==> src/rtl/cordic_sequencer_pkg.sv <==
// Shared constants for the CORDIC iteration sequencer: mode codes, defaults, FSM codes,
// hyperbolic repeat indices and the Q2.30 elementary-angle tables.
package cordic_sequencer_pkg;

    localparam logic [1:0] MODE_CIRCULAR   = 2'b00;
    localparam logic [1:0] MODE_LINEAR     = 2'b01;
    localparam logic [1:0] MODE_HYPERBOLIC = 2'b10;

    localparam int unsigned DEFAULT_WIDTH = 32;
    localparam int unsigned DEFAULT_ITER  = 16;
    localparam int unsigned DEFAULT_IDX_W = 5;

    localparam logic [1:0] ST_IDLE    = 2'd0;
    localparam logic [1:0] ST_ITERATE = 2'd1;
    localparam logic [1:0] ST_DONE    = 2'd2;

    // Hyperbolic CORDIC only converges if these indices are executed twice.
    localparam int unsigned HYP_REPEAT_A = 4;
    localparam int unsigned HYP_REPEAT_B = 13;

    // atan(2^-i) in Q2.30, rounded to nearest.
    function automatic logic [31:0] atan_entry(input int unsigned idx);
        case (idx)
            0:       return 32'h3243_F6A9;
            1:       return 32'h1DAC_6705;
            2:       return 32'h0FAD_BAFD;
            3:       return 32'h07F5_6EA7;
            4:       return 32'h03FE_AB77;
            5:       return 32'h01FF_D55C;
            6:       return 32'h00FF_FAAB;
            7:       return 32'h007F_FF55;
            8:       return 32'h003F_FFEB;
            9:       return 32'h001F_FFFD;
            10:      return 32'h0010_0000;
            11:      return 32'h0008_0000;
            12:      return 32'h0004_0000;
            13:      return 32'h0002_0000;
            14:      return 32'h0001_0000;
            15:      return 32'h0000_8000;
            default: return 32'h0000_0000;
        endcase
    endfunction

    // atanh(2^-i) in Q2.30, rounded to nearest; index 0 is never used.
    function automatic logic [31:0] atanh_entry(input int unsigned idx);
        case (idx)
            1:       return 32'h2327_D4F5;
            2:       return 32'h1058_AEFB;
            3:       return 32'h080A_C48E;
            4:       return 32'h0401_5623;
            5:       return 32'h0200_2AB1;
            6:       return 32'h0100_0555;
            7:       return 32'h0080_00AB;
            8:       return 32'h0040_0015;
            9:       return 32'h0020_0003;
            10:      return 32'h0010_0000;
            11:      return 32'h0008_0000;
            12:      return 32'h0004_0000;
            13:      return 32'h0002_0000;
            14:      return 32'h0001_0000;
            15:      return 32'h0000_8000;
            default: return 32'h0000_0000;
        endcase
    endfunction

endpackage

==> src/rtl/cordic_sequencer_alpha_lut.sv <==
// Combinational elementary-angle ROM indexed by (mode, iteration index).
module cordic_alpha_lut
    import cordic_sequencer_pkg::*;
#(
    parameter int unsigned WIDTH = DEFAULT_WIDTH,
    parameter int unsigned IDX_W = DEFAULT_IDX_W
) (
    input  logic [1:0]       mode,
    input  logic [IDX_W-1:0] iter_idx,
    output logic [WIDTH-1:0] alpha
);

    logic [31:0] entry;

    always_comb begin
        entry = '0;
        case (mode)
            MODE_CIRCULAR:   entry = atan_entry(int'(iter_idx));
            MODE_HYPERBOLIC: entry = atanh_entry(int'(iter_idx));
            default:         entry = 32'h4000_0000 >> iter_idx;
        endcase
        alpha = WIDTH'(entry);
    end

endmodule

==> src/rtl/cordic_sequencer.sv <==
// Rotation-CORDIC iteration sequencer: latches a start vector, feeds the per-iteration
// calculators, captures their results and pulses done with the final vector.
module cordic_sequencer
    import cordic_sequencer_pkg::*;
#(
    parameter int unsigned WIDTH = DEFAULT_WIDTH,
    parameter int unsigned ITER  = DEFAULT_ITER,
    parameter int unsigned IDX_W = DEFAULT_IDX_W
) (
    input  logic             clock,
    input  logic             reset_n,
    input  logic             start,
    input  logic [WIDTH-1:0] x_in,
    input  logic [WIDTH-1:0] y_in,
    input  logic [WIDTH-1:0] z_in,
    input  logic [1:0]       mode_in,
    output logic [WIDTH-1:0] x,
    output logic [WIDTH-1:0] y,
    output logic [WIDTH-1:0] angle,
    output logic [1:0]       mode,
    output logic [WIDTH-1:0] x_shift,
    output logic [WIDTH-1:0] y_shift,
    output logic [WIDTH-1:0] alpha,
    output logic [IDX_W-1:0] iter_idx,
    input  logic [WIDTH-1:0] x_next,
    input  logic [WIDTH-1:0] y_next,
    input  logic [WIDTH-1:0] z_next,
    output logic             busy,
    output logic             done,
    output logic [WIDTH-1:0] x_result,
    output logic [WIDTH-1:0] y_result,
    output logic [WIDTH-1:0] z_result
);

    localparam logic [IDX_W-1:0] LAST_IDX = IDX_W'(ITER - 1);
    localparam logic [IDX_W-1:0] REP_A    = IDX_W'(HYP_REPEAT_A);
    localparam logic [IDX_W-1:0] REP_B    = IDX_W'(HYP_REPEAT_B);

    logic [1:0]       state_q, state_d;
    logic [WIDTH-1:0] x_q, x_d, y_q, y_d, z_q, z_d;
    logic [1:0]       mode_q, mode_d;
    logic [IDX_W-1:0] idx_q, idx_d;
    logic             rep_q, rep_d;
    logic             busy_q, busy_d;
    logic             done_q, done_d;
    logic [WIDTH-1:0] xr_q, xr_d, yr_q, yr_d, zr_q, zr_d;

    logic             iterating;
    logic             hold_idx;
    logic             last_step;
    logic [1:0]       mode_norm;
    logic [WIDTH-1:0] lut_alpha;
    logic signed [WIDTH-1:0] x_sra, y_sra;

    assign iterating = (state_q == ST_ITERATE);
    assign hold_idx  = (mode_q == MODE_HYPERBOLIC) && !rep_q &&
                       ((idx_q == REP_A) || (idx_q == REP_B));
    // The final step is at the top index once any pending repeat has been taken.
    assign last_step = (idx_q == LAST_IDX) && !hold_idx;
    assign mode_norm = (mode_in == MODE_CIRCULAR || mode_in == MODE_HYPERBOLIC) ?
                       mode_in : MODE_LINEAR;

    always_comb begin
        state_d = state_q;
        x_d     = x_q;
        y_d     = y_q;
        z_d     = z_q;
        mode_d  = mode_q;
        idx_d   = idx_q;
        rep_d   = rep_q;
        busy_d  = busy_q;
        done_d  = done_q;
        xr_d    = xr_q;
        yr_d    = yr_q;
        zr_d    = zr_q;
        case (state_q)
            ST_IDLE: begin
                if (start) begin
                    x_d     = x_in;
                    y_d     = y_in;
                    z_d     = z_in;
                    mode_d  = mode_norm;
                    idx_d   = (mode_norm == MODE_HYPERBOLIC) ? IDX_W'(1) : '0;
                    rep_d   = 1'b0;
                    busy_d  = 1'b1;
                    state_d = ST_ITERATE;
                end
            end
            ST_ITERATE: begin
                x_d = x_next;
                y_d = y_next;
                z_d = z_next;
                if (last_step) begin
                    xr_d    = x_next;
                    yr_d    = y_next;
                    zr_d    = z_next;
                    busy_d  = 1'b0;
                    done_d  = 1'b1;
                    state_d = ST_DONE;
                end else if (hold_idx) begin
                    rep_d = 1'b1;
                end else begin
                    idx_d = idx_q + 1'b1;
                    rep_d = 1'b0;
                end
            end
            ST_DONE: begin
                done_d  = 1'b0;
                state_d = ST_IDLE;
            end
            default: begin
                busy_d  = 1'b0;
                done_d  = 1'b0;
                state_d = ST_IDLE;
            end
        endcase
    end

    always_ff @(posedge clock or negedge reset_n) begin
        if (!reset_n) begin
            state_q <= ST_IDLE;
            x_q     <= '0;
            y_q     <= '0;
            z_q     <= '0;
            mode_q  <= '0;
            idx_q   <= '0;
            rep_q   <= 1'b0;
            busy_q  <= 1'b0;
            done_q  <= 1'b0;
            xr_q    <= '0;
            yr_q    <= '0;
            zr_q    <= '0;
        end else begin
            state_q <= state_d;
            x_q     <= x_d;
            y_q     <= y_d;
            z_q     <= z_d;
            mode_q  <= mode_d;
            idx_q   <= idx_d;
            rep_q   <= rep_d;
            busy_q  <= busy_d;
            done_q  <= done_d;
            xr_q    <= xr_d;
            yr_q    <= yr_d;
            zr_q    <= zr_d;
        end
    end

    cordic_alpha_lut #(
        .WIDTH (WIDTH),
        .IDX_W (IDX_W)
    ) u_alpha_lut (
        .mode     (mode_q),
        .iter_idx (idx_q),
        .alpha    (lut_alpha)
    );

    // Kept in separate signed nets so the shift stays arithmetic.
    assign x_sra = $signed(x_q) >>> idx_q;
    assign y_sra = $signed(y_q) >>> idx_q;

    assign x_shift  = iterating ? x_sra : '0;
    assign y_shift  = iterating ? y_sra : '0;
    assign alpha    = iterating ? lut_alpha : '0;
    assign x        = x_q;
    assign y        = y_q;
    assign angle    = z_q;
    assign mode     = mode_q;
    assign iter_idx = idx_q;
    assign busy     = busy_q;
    assign done     = done_q;
    assign x_result = xr_q;
    assign y_result = yr_q;
    assign z_result = zr_q;

endmodule
==> config.mk <==
export PLATFORM = sky130hd
export DESIGN_NAME = cordic_sequencer
export DESIGN_NICKNAME = d
export VERILOG_FILES = /design/src/rtl/cordic_sequencer_pkg.sv /design/src/rtl/cordic_sequencer_alpha_lut.sv /design/src/rtl/cordic_sequencer.sv
export SDC_FILE = /design/constraint.sdc
export NUM_CORES = 1
export LEC_CHECK = 0
export ABC_AREA = 1
export BUFFER_PORTS_ARGS = -buffer_cell sky130_fd_sc_hd__buf_2
export CORE_AREA = 2 2 192 194
export CTS_CLUSTER_SIZE = 28
export DETAILED_ROUTE_END_ITERATION = 8
export DIE_AREA = 0 0 194 196
export PLACE_DENSITY = 0.73
export SYNTH_ARGS = -nofsm -noshare
export SYNTH_HDL_FRONTEND = slang
export SYNTH_SLANG_ARGS = --single-unit
==> constraint.sdc <==
create_clock -name clock -period 5.85 [get_ports clock]
set_input_delay 1.17 -clock clock [delete_from_list [all_inputs] [get_ports clock]]
set_output_delay 1.17 -clock clock [all_outputs]
set_load 0.05 [all_outputs]
Word-level counts from Yosys, hierarchy flattened
Memory sizes are Yosys's and may differ from the RTL's.
Cells that the tools add are included.
{"block": "totals", "regBits": 204, "romBits": 960, "input_bits": 197, "out_inout_bits": 297, "word_cells": 81, "n_memories": 2}
{"memory": "(no name shown)", "words": 16, "width": 30, "rd": 1, "rd_ports_with_merged_regs": 0, "write_ports": 0, "line": "cordic_sequencer_pkg.sv:23", "rtl": "case (idx)"}
{"memory": "(no name shown)", "words": 16, "width": 30, "rd": 1, "rd_ports_with_merged_regs": 0, "write_ports": 0, "line": "cordic_sequencer_pkg.sv:46", "rtl": "case (idx)"}
{"block": "op_classes", "add_sub_neg": 1, "n_eq_ne": 12, "shifts": 3, "mux": 30, "bitwise_logic": 2, "n_reduce_logical": 19}
{"operator": "$mux 32", "n": 8}
{"operator": "$pmux 32 s2", "n": 4}
{"operator": "$sshr 32x5->32", "n": 2}
{"operator": "$shr 31x5->32 const A", "n": 1}
{"operator": "$mux 5", "n": 3}
{"operator": "$eq 5x4->1 const B", "n": 2}
{"operator": "$pmux 5 s2", "n": 1}
{"operator": "$reduce_and 2->1", "n": 5}
{"operator": "$eq 2x2->1 const B", "n": 4}
{"operator": "$mux 1", "n": 7}
{"operator": "$logic_not 2->1", "n": 3}
{"operator": "$mux 2", "n": 3}
{"operator": "$ne 2x2->1 const B", "n": 3}
{"operator": "$reduce_and 3->1", "n": 2}
{"operator": "$add 5x1->5 const B", "n": 1}
{"operator": "$eq 5x3->1 const B", "n": 1}
{"operator": "$pmux 1 s2", "n": 2}
{"operator": "$pmux 2 s2", "n": 1}
{"operator": "$reduce_and 4->1", "n": 1}
{"operator": "$logic_and 1x1->1", "n": 3}
{"operator": "$pmux 1 s3", "n": 1}
{"operator": "$eq 2x1->1 const B", "n": 1}
{"operator": "$logic_not 1->1", "n": 2}
{"operator": "$logic_or 1x1->1", "n": 2}
{"operator": "other kinds (3)", "n": 4}

Longest topological paths before layout
Gate-level depths: netlist of the first run.
{"block": "logic_depth", "depth_word": 7, "ltp_mapped": 16, "mapped_depth_nobuf": 12}

Hierarchy
Synthesis of the first run repeated with hierarchy kept, for this count alone.
{"block": "hier_totals", "hier_cells": 2023, "hier_area_um2": 13342.8}
{"module": "cordic_sequencer", "instances": 1, "cells_per_inst": 1768, "area_per_inst_um2": 12032.8, "seq_area_each_um2": 5104.9}
{"module": "cordic_alpha_lut", "instances": 1, "cells_per_inst": 255, "area_per_inst_um2": 1310.0, "seq_area_each_um2": 0.0}

Worst setup path after synthesis of the first run
OpenSTA, ideal clock, no wires.
{"block": "synth_timing", "kind": "flip-flop to output port", "from": "register idx_q[0] (netlist: iter_idx[0])", "to": "output port alpha[1]", "arrival_time_ps": 3421, "required_time_ps": 4680, "slack_ps": 1259, "path_stages_with_launch": 11, "n_path_buf": 3, "path_cell_list": "dfrtp_1 -> buf_2 -> inv_2 -> buf_4 -> buf_4 -> ha_1 -> nand2_1 -> inv_1 -> o21ai_0 -> a21oi_1 -> nor4_1"}
{"block": "synth_via", "elab_chain_len": 4, "word_cells_on_any_way": 7, "classes_between": "shift: 1; mux: 4; memory: 2"}
{"item": "from (decl)", "line": "cordic_sequencer.sv:42", "rtl": "logic [IDX_W-1:0] idx_q, idx_d;"}
{"item": "from (signal assigned)", "line": "cordic_sequencer.sv:139", "rtl": "idx_q <= idx_d;"}
{"item": "$mem_v2 16x30, on equally long branches"}
{"item": "$mux 32, on equally long branches", "line": "cordic_sequencer_pkg.sv:46, cordic_sequencer_pkg.sv:23"}
{"item": "$pmux 32 s2 *", "line": "cordic_sequencer_alpha_lut.sv:17", "rtl": "case (mode)"}
{"item": "$mux 32 *", "line": "cordic_sequencer.sv:164", "rtl": "assign alpha = iterating ? lut_alpha : '0;"}
{"item": "to (decl)", "line": "cordic_sequencer.sv:23", "rtl": "output logic [WIDTH-1:0] alpha,"}
Mark *: on every way between the ends. The rest lies on a longest branch, timed or not.

Worst setup path in the final report of the first run
{"block": "layout_timing", "from": "register idx_q[2] (netlist: iter_idx[2])", "to": "output port y_shift[0]"}
{"block": "layout_via", "elab_chain_len": 2}
{"item": "$sshr 32x5->32", "line": "cordic_sequencer.sv:160", "rtl": "assign y_sra = $signed(y_q) >>> idx_q;"}
{"item": "$mux 32", "line": "cordic_sequencer.sv:163", "rtl": "assign y_shift = iterating ? y_sra : '0;"}
{"item": "to (decl)", "line": "cordic_sequencer.sv:22", "rtl": "output logic [WIDTH-1:0] y_shift,"}
No other way between the ends.

==> flow_summary.ini, run 1 <==
[status]
outcome = completed

[clock_network]
cts_root_buf = clkbuf_16
cts_setup_buffers = 0
cts_resized = 0
clock_sinks = 204
clk_latency_ns = 0.50
cts_made_buffers = 22
cts_max_path_buffers = 3
htreeDepth = 1
postCtsHoldBufs = 0
cts_tree = done
clkTransAtPathRegs_ns = 0.06

[timing]
hold_viol_final = 0
rsz0062_at_grt = false
slew_viol_final = 0
whs_ns = 0.477
finalCritPeriodShare_pct = 78.9
finClkSkew_ns = 0.00956
setup-violations-final = 0
maxSlewHeadroom_pct = 24.0
tns_ns = 0
min_period_ns = 4.61
max_freq_mhz = 217
tightest_slew_ns = 1.14

[hold_path]
holdPathEnd = x_result[31]
hp-start = x_result[31]
hold_depth = 2
min_path_type = reg2reg

[flow_run]
cap_violations = 0

[grt]
grt_max_degree = 140
grt_util_all_layers_pct = 29.3
antenna_found_initial = 7
grt_overflow = 0
grt_pass1_wl_um = 88700
grt_pass1_vias = 15000

[critical_path]
path_max_fanout = 44
r2r_setup_slack_ns = 2.11
r2r_cells = 12
worstSetupPathType = reg2out
cp.required_ns = 4.68
end_kind = output port
crit_family = simple AND/OR/NAND/NOR gates
worst-path-buf-inv = 3
crit_path_start_kind = register
reg2reg_to = z_result[5]
timing.rr.start = iter_idx[0]
worstPathArrival_ns = 3.44
crit_slowest_cell = dfrtp_2
cpPeakStageDelay_ns = 0.89
crit_path_cell_trace = inv_2, nor2_1, nand3_1, nand2_1, nand2_1, nand2_1, inv_1, a21oi_1, buf_2
crit_top_cell = nand2_1

[route]
wl_per_cell_um = 19.6
viasPerCell = 5.42
drtAntennaViolNets = 0
drc = 0
routed_wl_um = 57600
firstDrtPassIters = 6
num_vias = 15900
drtIter0Drc = 1479

[synthesis]
ys_warn_count = 0
synth-main-ff-cell = dfrtp_1
synthArstFlopShare_pct = 100
synth-edff-count = 0
synth_fp_nets = 2259
synth_area_sq_mm = 0.0133
seq_area_frac_synth_pct = 38.5
ys_ff_latch = 204
yosys.cell_types.count = 39
syn_avg_cell_area_sq_um = 6.47
synth_cells = 2051

[floorplanning]
core_region_area_sq_mm = 0.0361
rows = 70
initial_utilization_pct = 36.8
dieArea_sq_mm = 0.0380
chipWidth_um = 194
io_pins = 494
die_h_um = 196

[final_layout]
layout-drive-gt1-share_pct = 23.3
finalNetCount = 2653
mostFrequentLayoutCell = nand2_1
fin_util_pct = 46.2
layout_common_cells = nand2_1 (919), buf_2 (491), nand3_1 (281)
area_growth_pct = 25.7

[placement]
finalWeightedCongestion = 0.982
dp_hpwl_um = 43300
port_buffers = 492
[layout make-up]
type,count,area (sq um)
Fill cell,3815,19400
Multi-Input combinational cell,1627,7170
Sequential cell,204,5110
Timing Repair Buffer,514,2660
Clock buffer,29,638
Tap cell,468,586
Inverter,76,292
Clock inverter,10,208
Antenna cell,6,15.0
[metal layers]
layer	global-route usage [%]	vias up	wire, um
met5	0	-	12
met2	44.0	925	25100
met4	9.82	2	1900
li1	-	7487	-
met1	41.9	7396	24900
met3	6.17	104	5730
[synth_stat cells (2+ instances only)]
cell type | instances | share of area [%]
a21boi_0 | 4 | 0.23
buf_2 | 46 | 1.7
buf_6 | 13 | 1.1
inv_2 | 8 | 0.23
buf_4 | 9 | 0.51
a211oi_1 | 7 | 0.40
nor4_1 | 4 | 0.19
a21oi_1 | 54 | 2.0
a31oi_1 | 89 | 4.2
nand4_1 | 3 | 0.14
nand2_1 | 921 | 26
o31ai_1 | 3 | 0.17
nor3_1 | 10 | 0.38
dfrtp_1 | 204 | 38
buf_1 | 19 | 0.54
a41oi_1 | 2 | 0.13
nand2_2 | 2 | 0.094
nand3_1 | 281 | 11
ha_1 | 11 | 1.0
nor2_1 | 140 | 4.0
o22ai_1 | 11 | 0.52
o21ai_0 | 65 | 2.5
clkbuf_1 | 57 | 1.6
a22oi_1 | 3 | 0.17
inv_1 | 66 | 1.9
o211ai_1 | 6 | 0.34
[worst max path at each step]
stage	start	end	slack [ns]	cells past startpoint
2_1_floorplan	iter_idx[0]	alpha[1]	1.26	10
3_3_place_gp	iter_idx[2]	y_shift[0]	1.95	9
3_5_place_dp	iter_idx[2]	y_shift[0]	1.89	9
4_1_cts	iter_idx[2]	y_shift[0]	1.34	9
5_1_grt	iter_idx[2]	y_shift[0]	1.03	9
6_report	iter_idx[2]	y_shift[0]	1.24	9
[through the flow]
| step | cell area [sq um] | worst slack, ns | std cells |
|---|---|---|---|
| 2_1_floorplan | 13300 | 1.26 | 2051 |
| 3_3_place_gp | 15800 | 1.95 | 2889 |
| 3_5_place_dp | 15800 | 1.89 | 2889 |
| 4_1_cts | 16700 | 1.34 | 2928 |
| 5_1_grt | 16700 | 1.03 | 2934 |
| 6_report | 16700 | 1.24 | 2934 |
[cells by family after synthesis]
group	count (synthesis)	synth area share, %
other	1	0.0283
xor gates and xnor gates	1	0.0660
AOI/OAI and AO/OA	248	10.9
buffers and inverters	220	7.67
adders and majority gates	11	1.04
and+or+nand+nor	1366	41.8
DFF	204	38.5
[registers in the layout, indices dropped and copies added, names as in the netlist]
register,count
busy,1
rep_q,1
x_result,32
y,32
iter_idx,5
mode,2
z_result,32
y_result,32
angle,32
state_q,2
done,1
x,32
[tightest hold or removal path: cells and delay by family (launching register included)]
kind,cells,cell delay [ns]
flip-flops,1,0.34
AND/OR/NAND/NOR,2,0.10
Power of run 1 is not shown: default switching activity piles up to over one toggle a cycle in this logic, so the estimate is an artifact.
==> run 2: changes to the inputs <==
==> constraint.sdc (replaced) <==
create_clock -name clock -period 4.65 [get_ports clock]
set_input_delay 0.93 -clock clock [delete_from_list [all_inputs] [get_ports clock]]
set_output_delay 0.93 -clock clock [all_outputs]
set_load 0.05 [all_outputs]
==> flow_summary.ini, run 2 (synthesis gave the netlist of run 1 again) <==
[status]
outcome = completed

[critical_path]
worstSetupPathType = reg2out
crit_path_cell_trace = inv_2, nor2_2, nand3_1, nand2_1, nand2_1, nand2_1, inv_1, a21oi_1, buf_2
crit_slowest_cell = dfrtp_2
worstPathArrival_ns = 3.27
cpPeakStageDelay_ns = 0.70
worst-path-buf-inv = 3
path_max_fanout = 53
cp.required_ns = 3.72
crit_path_start_kind = register
crit_family = buffers and inverters
end_kind = output port
crit_top_cell = nand2_1

[clock_network]
clk_latency_ns = 0.50
cts_setup_buffers = 0
postCtsHoldBufs = 0
cts_root_buf = clkbuf_16
cts_made_buffers = 21
clkTransAtPathRegs_ns = 0.07
clock_sinks = 204
htreeDepth = 1
cts_max_path_buffers = 3
cts_tree = done

[placement]
port_buffers = 492
dpl-instance-area_sq_mm = 0.0159
dp_hpwl_um = 43300
finalWeightedCongestion = 0.956

[grt]
antenna_found_initial = 3
use_met1_pct = 41.5
grt_overflow = 0
grt_use_met3_pct = 5.47
grt_util_all_layers_pct = 29.5
grt_pass1_wl_um = 88600
grt_max_degree = 145
use_met2_pct = 44.8
busiest_layer = met2
grt_pass1_vias = 14900

[final_layout]
final_area_sq_mm = 0.0166
fill_cells = 3786
mostFrequentLayoutCell = nand2_1
layout_common_cells = nand2_1 (919), buf_2 (491), nand3_1 (281)
finalNetCount = 2658
layout-drive-gt1-share_pct = 23.5
multi_input_area_sq_mm = 0.00717
ff_latch_area_sq_mm = 0.00511
area_growth_pct = 24.9

[route]
firstDrtPassIters = 6
num_vias = 16000
routed_wl_um = 57900
drc = 0
drtAntennaViolNets = 0
drtIter0Drc = 1743
wl_per_cell_um = 19.7
viasPerCell = 5.45

[timing]
tns_ns = 0
rsz0062_at_grt = false
setup-violations-final = 0
finalCritPeriodShare_pct = 90.3
max_freq_mhz = 238
hold_viol_final = 0
finClkSkew_ns = 0.0151
tightest_slew_ns = 1.02
maxSlewHeadroom_pct = 32.2
min_period_ns = 4.20
whs_ns = 0.472
slew_viol_final = 0

[hold_path]
min_path_type = reg2reg

[floorplanning]
io_pins = 494
rows = 70
chipWidth_um = 194
core_region_area_sq_mm = 0.0361
die_h_um = 196
initial_utilization_pct = 36.8
dieArea_sq_mm = 0.0380

[flow_run]
cap_violations = 0
[run 2: changes by cell type in the layout (fill, tap and decap cells not counted), moves of 2 or more]
cell        previous run  this run
buf_4                 20        25
bufinv_16              6         1
clkinvlp_4             0         4
clkbuf_16             23        21
diode_2                6         4
[run 2: timing repair]
item,in CTS,in global routing
hold endpoints to repair,0,0
resized for setup,0,1
setup endpoints to repair,0,1
[run 2: routing by layer]
layer / vias to the layer above / share of wire, %
met2: 923 / 44
met1: 7462 / 43
met4: 0 / 4.0
met5: - / 0
met3: 126 / 9.2
li1: 7493 / -
[run 2: tightest hold or removal path: cells and delay by family, from the launching register on]
kind / cells / cell delay, ns
flops: 1 / 0.34
simple gates: 2 / 0.10
[run 2: cell type report]
type | instances | area share [%]
clock inverters | 8 | 0.476
inverters | 76 | 1.76
clock buffers | 28 | 3.63
flip-flops and latches | 204 | 30.8
repair buffers | 520 | 16.4
well taps | 468 | 3.53
multi-input cells | 1627 | 43.3
diodes | 4 | 0.0604
[run 2: stage by stage]
| step | std cells | setup WS, ns | utilization, % |
|---|---|---|---|
| 2_1_floorplan | 2051 | 0.299 | - |
| 3_3_place_gp | 2895 | 0.969 | 44.0 |
| 3_5_place_dp | 2895 | 0.886 | 44.0 |
| 4_1_cts | 2931 | 0.312 | 45.9 |
| 5_1_grt | 2934 | 0.228 | 45.9 |
| 6_report | 2935 | 0.451 | 45.9 |
[run 2: worst paths after layout]
| path | slack (ns) | start | cells past startpoint | end |
|---|---|---|---|---|
| setup / recovery | 0.45 | iter_idx[2] | 9 | y_shift[0] |
| hold / removal | 0.47 | z_result[12] | 2 | z_result[12] |
| setup reg to reg | 1.41 | iter_idx[3] | 10 | y_result[30] |
| hold reg to reg | 0.47 | z_result[12] | 2 | z_result[12] |
| max in group asynchronous | 3.07 | reset_n | 2 | angle[1] |
| min in group asynchronous | 0.48 | reset_n | 1 | y[29] |
Power of run 2 is left out for the same reason.
==> run 3: changes to the inputs <==
==> constraint.sdc (replaced) <==
create_clock -name clock -period 4.65 [get_ports clock]
set_input_delay 0.465 -clock clock [delete_from_list [all_inputs] [get_ports clock]]
set_output_delay 0.465 -clock clock [all_outputs]
set_load 0.05 [all_outputs]
==> flow_summary.ini, run 3 (synthesis gave the netlist of run 1 again) <==
[flow_run]
cap_violations = 0

[clock_network]
cts_setup_buffers = 0
clk_latency_ns = 0.52
cts_made_buffers = 22
clock_sinks = 204
htreeDepth = 1
cts_resized = 0
cts_max_path_buffers = 3
cts_tree = done
postCtsHoldBufs = 0
clkTransAtPathRegs_ns = 0.06
cts_root_buf = clkbuf_16

[critical_path]
worstPathArrival_ns = 3.43
path_max_fanout = 41
crit_path_start_kind = register
worstSetupPathType = reg2out
cp.required_ns = 4.18
end_kind = output port
r2r_setup_slack_ns = 1.39

[route]
viasPerCell = 5.40
num_vias = 15800
drc = 0
routed_wl_um = 58000
firstDrtPassIters = 5
wl_per_cell_um = 19.8
drtAntennaViolNets = 0
drtIter0Drc = 1748

[floorplanning]
chipWidth_um = 194
die_h_um = 196
rows = 70
io_pins = 494
dieArea_sq_mm = 0.0380
core_region_area_sq_mm = 0.0361
initial_utilization_pct = 36.8

[final_layout]
layout_common_cells = nand2_1 (919), buf_2 (491), nand3_1 (281)
area_growth_pct = 25.7
fill_cells = 3773
mostFrequentLayoutCell = nand2_1
finalNetCount = 2655
layout-drive-gt1-share_pct = 23.5

[grt]
grt_max_degree = 140
grt_overflow = 0
grt_pass1_vias = 15300
grt_util_all_layers_pct = 29.5
grt_pass1_wl_um = 88900
antenna_found_initial = 5

[placement]
pre_cts_ws_ns = 1.38
port_buffers = 492
finalWeightedCongestion = 0.944
dp_hpwl_um = 43200

[timing]
setup-violations-final = 0
min_period_ns = 3.90
rsz0062_at_grt = false
max_freq_mhz = 257
setup_ws_ns = 0.754
tightest_slew_ns = 0.957
maxSlewHeadroom_pct = 36.2
tns_ns = 0
whs_ns = 0.0329
finClkSkew_ns = 0.0119
finalCritPeriodShare_pct = 83.8
slew_viol_final = 0
hold_viol_final = 0

[hold_path]
min_path_type = in2async

[status]
outcome = completed
[run 3: cell count changes in the layout (fill, tap and decap cells not counted), sizes merged]
cell / delta
buf: -4
bufinv: +3
clkbuf: -3
clkinv: +1
clkinvlp: +1
diode: +1
inv: +2
[run 3: cell type report]
type | instances | area [sq um] | share of cell area (%)
well taps | 468 | 586 | 3.51
flip-flops and latches | 204 | 5110 | 30.6
clock buffers | 25 | 593 | 3.56
inverters | 76 | 292 | 1.75
diodes | 5 | 12.5 | 0.0751
clock inverters | 15 | 208 | 1.25
multi-input cells | 1627 | 7170 | 43.0
repair buffers | 516 | 2700 | 16.2
[run 3: final timing paths]
kind,endpoint,from,depth (start not counted)
max,alpha[0],iter_idx[2],8
min,x[4],reset_n,1
max reg2reg,x_result[19],iter_idx[3],8
min reg2reg,x_result[12],x_result[12],2
max in group asynchronous,iter_idx[2],reset_n,2
min in group clock,x_result[28],x_next[28],3
[run 3: critical path, stage by stage (launching register included)]
cell and delay (ns):
dfrtp_2 0.67, nor2_1 0.82, nor2_1 0.26, nor2_1 0.31
inv_1 0.10, nor3_1 0.19, nor2_1 0.08, nor3_1 0.16
buf_2 0.30
[run 3: layer usage]
layer / GRT usage, % / wire (um)
met5: 0 / 0
met4: 12.5 / 2550
met3: 5.91 / 5360
met2: 45.7 / 25600
met1: 40.3 / 24500
[run 3: per-stage QoR]
stage	util, %	instance area, sq um	instances
finish	46.2	16700	2936
global route	46.2	16700	2935
CTS	46.2	16700	2931
detailed placement	43.9	15900	2891
global placement	43.9	15900	2891
floorplan	-	13300	2051
Power of run 3 is left out for the same reason.
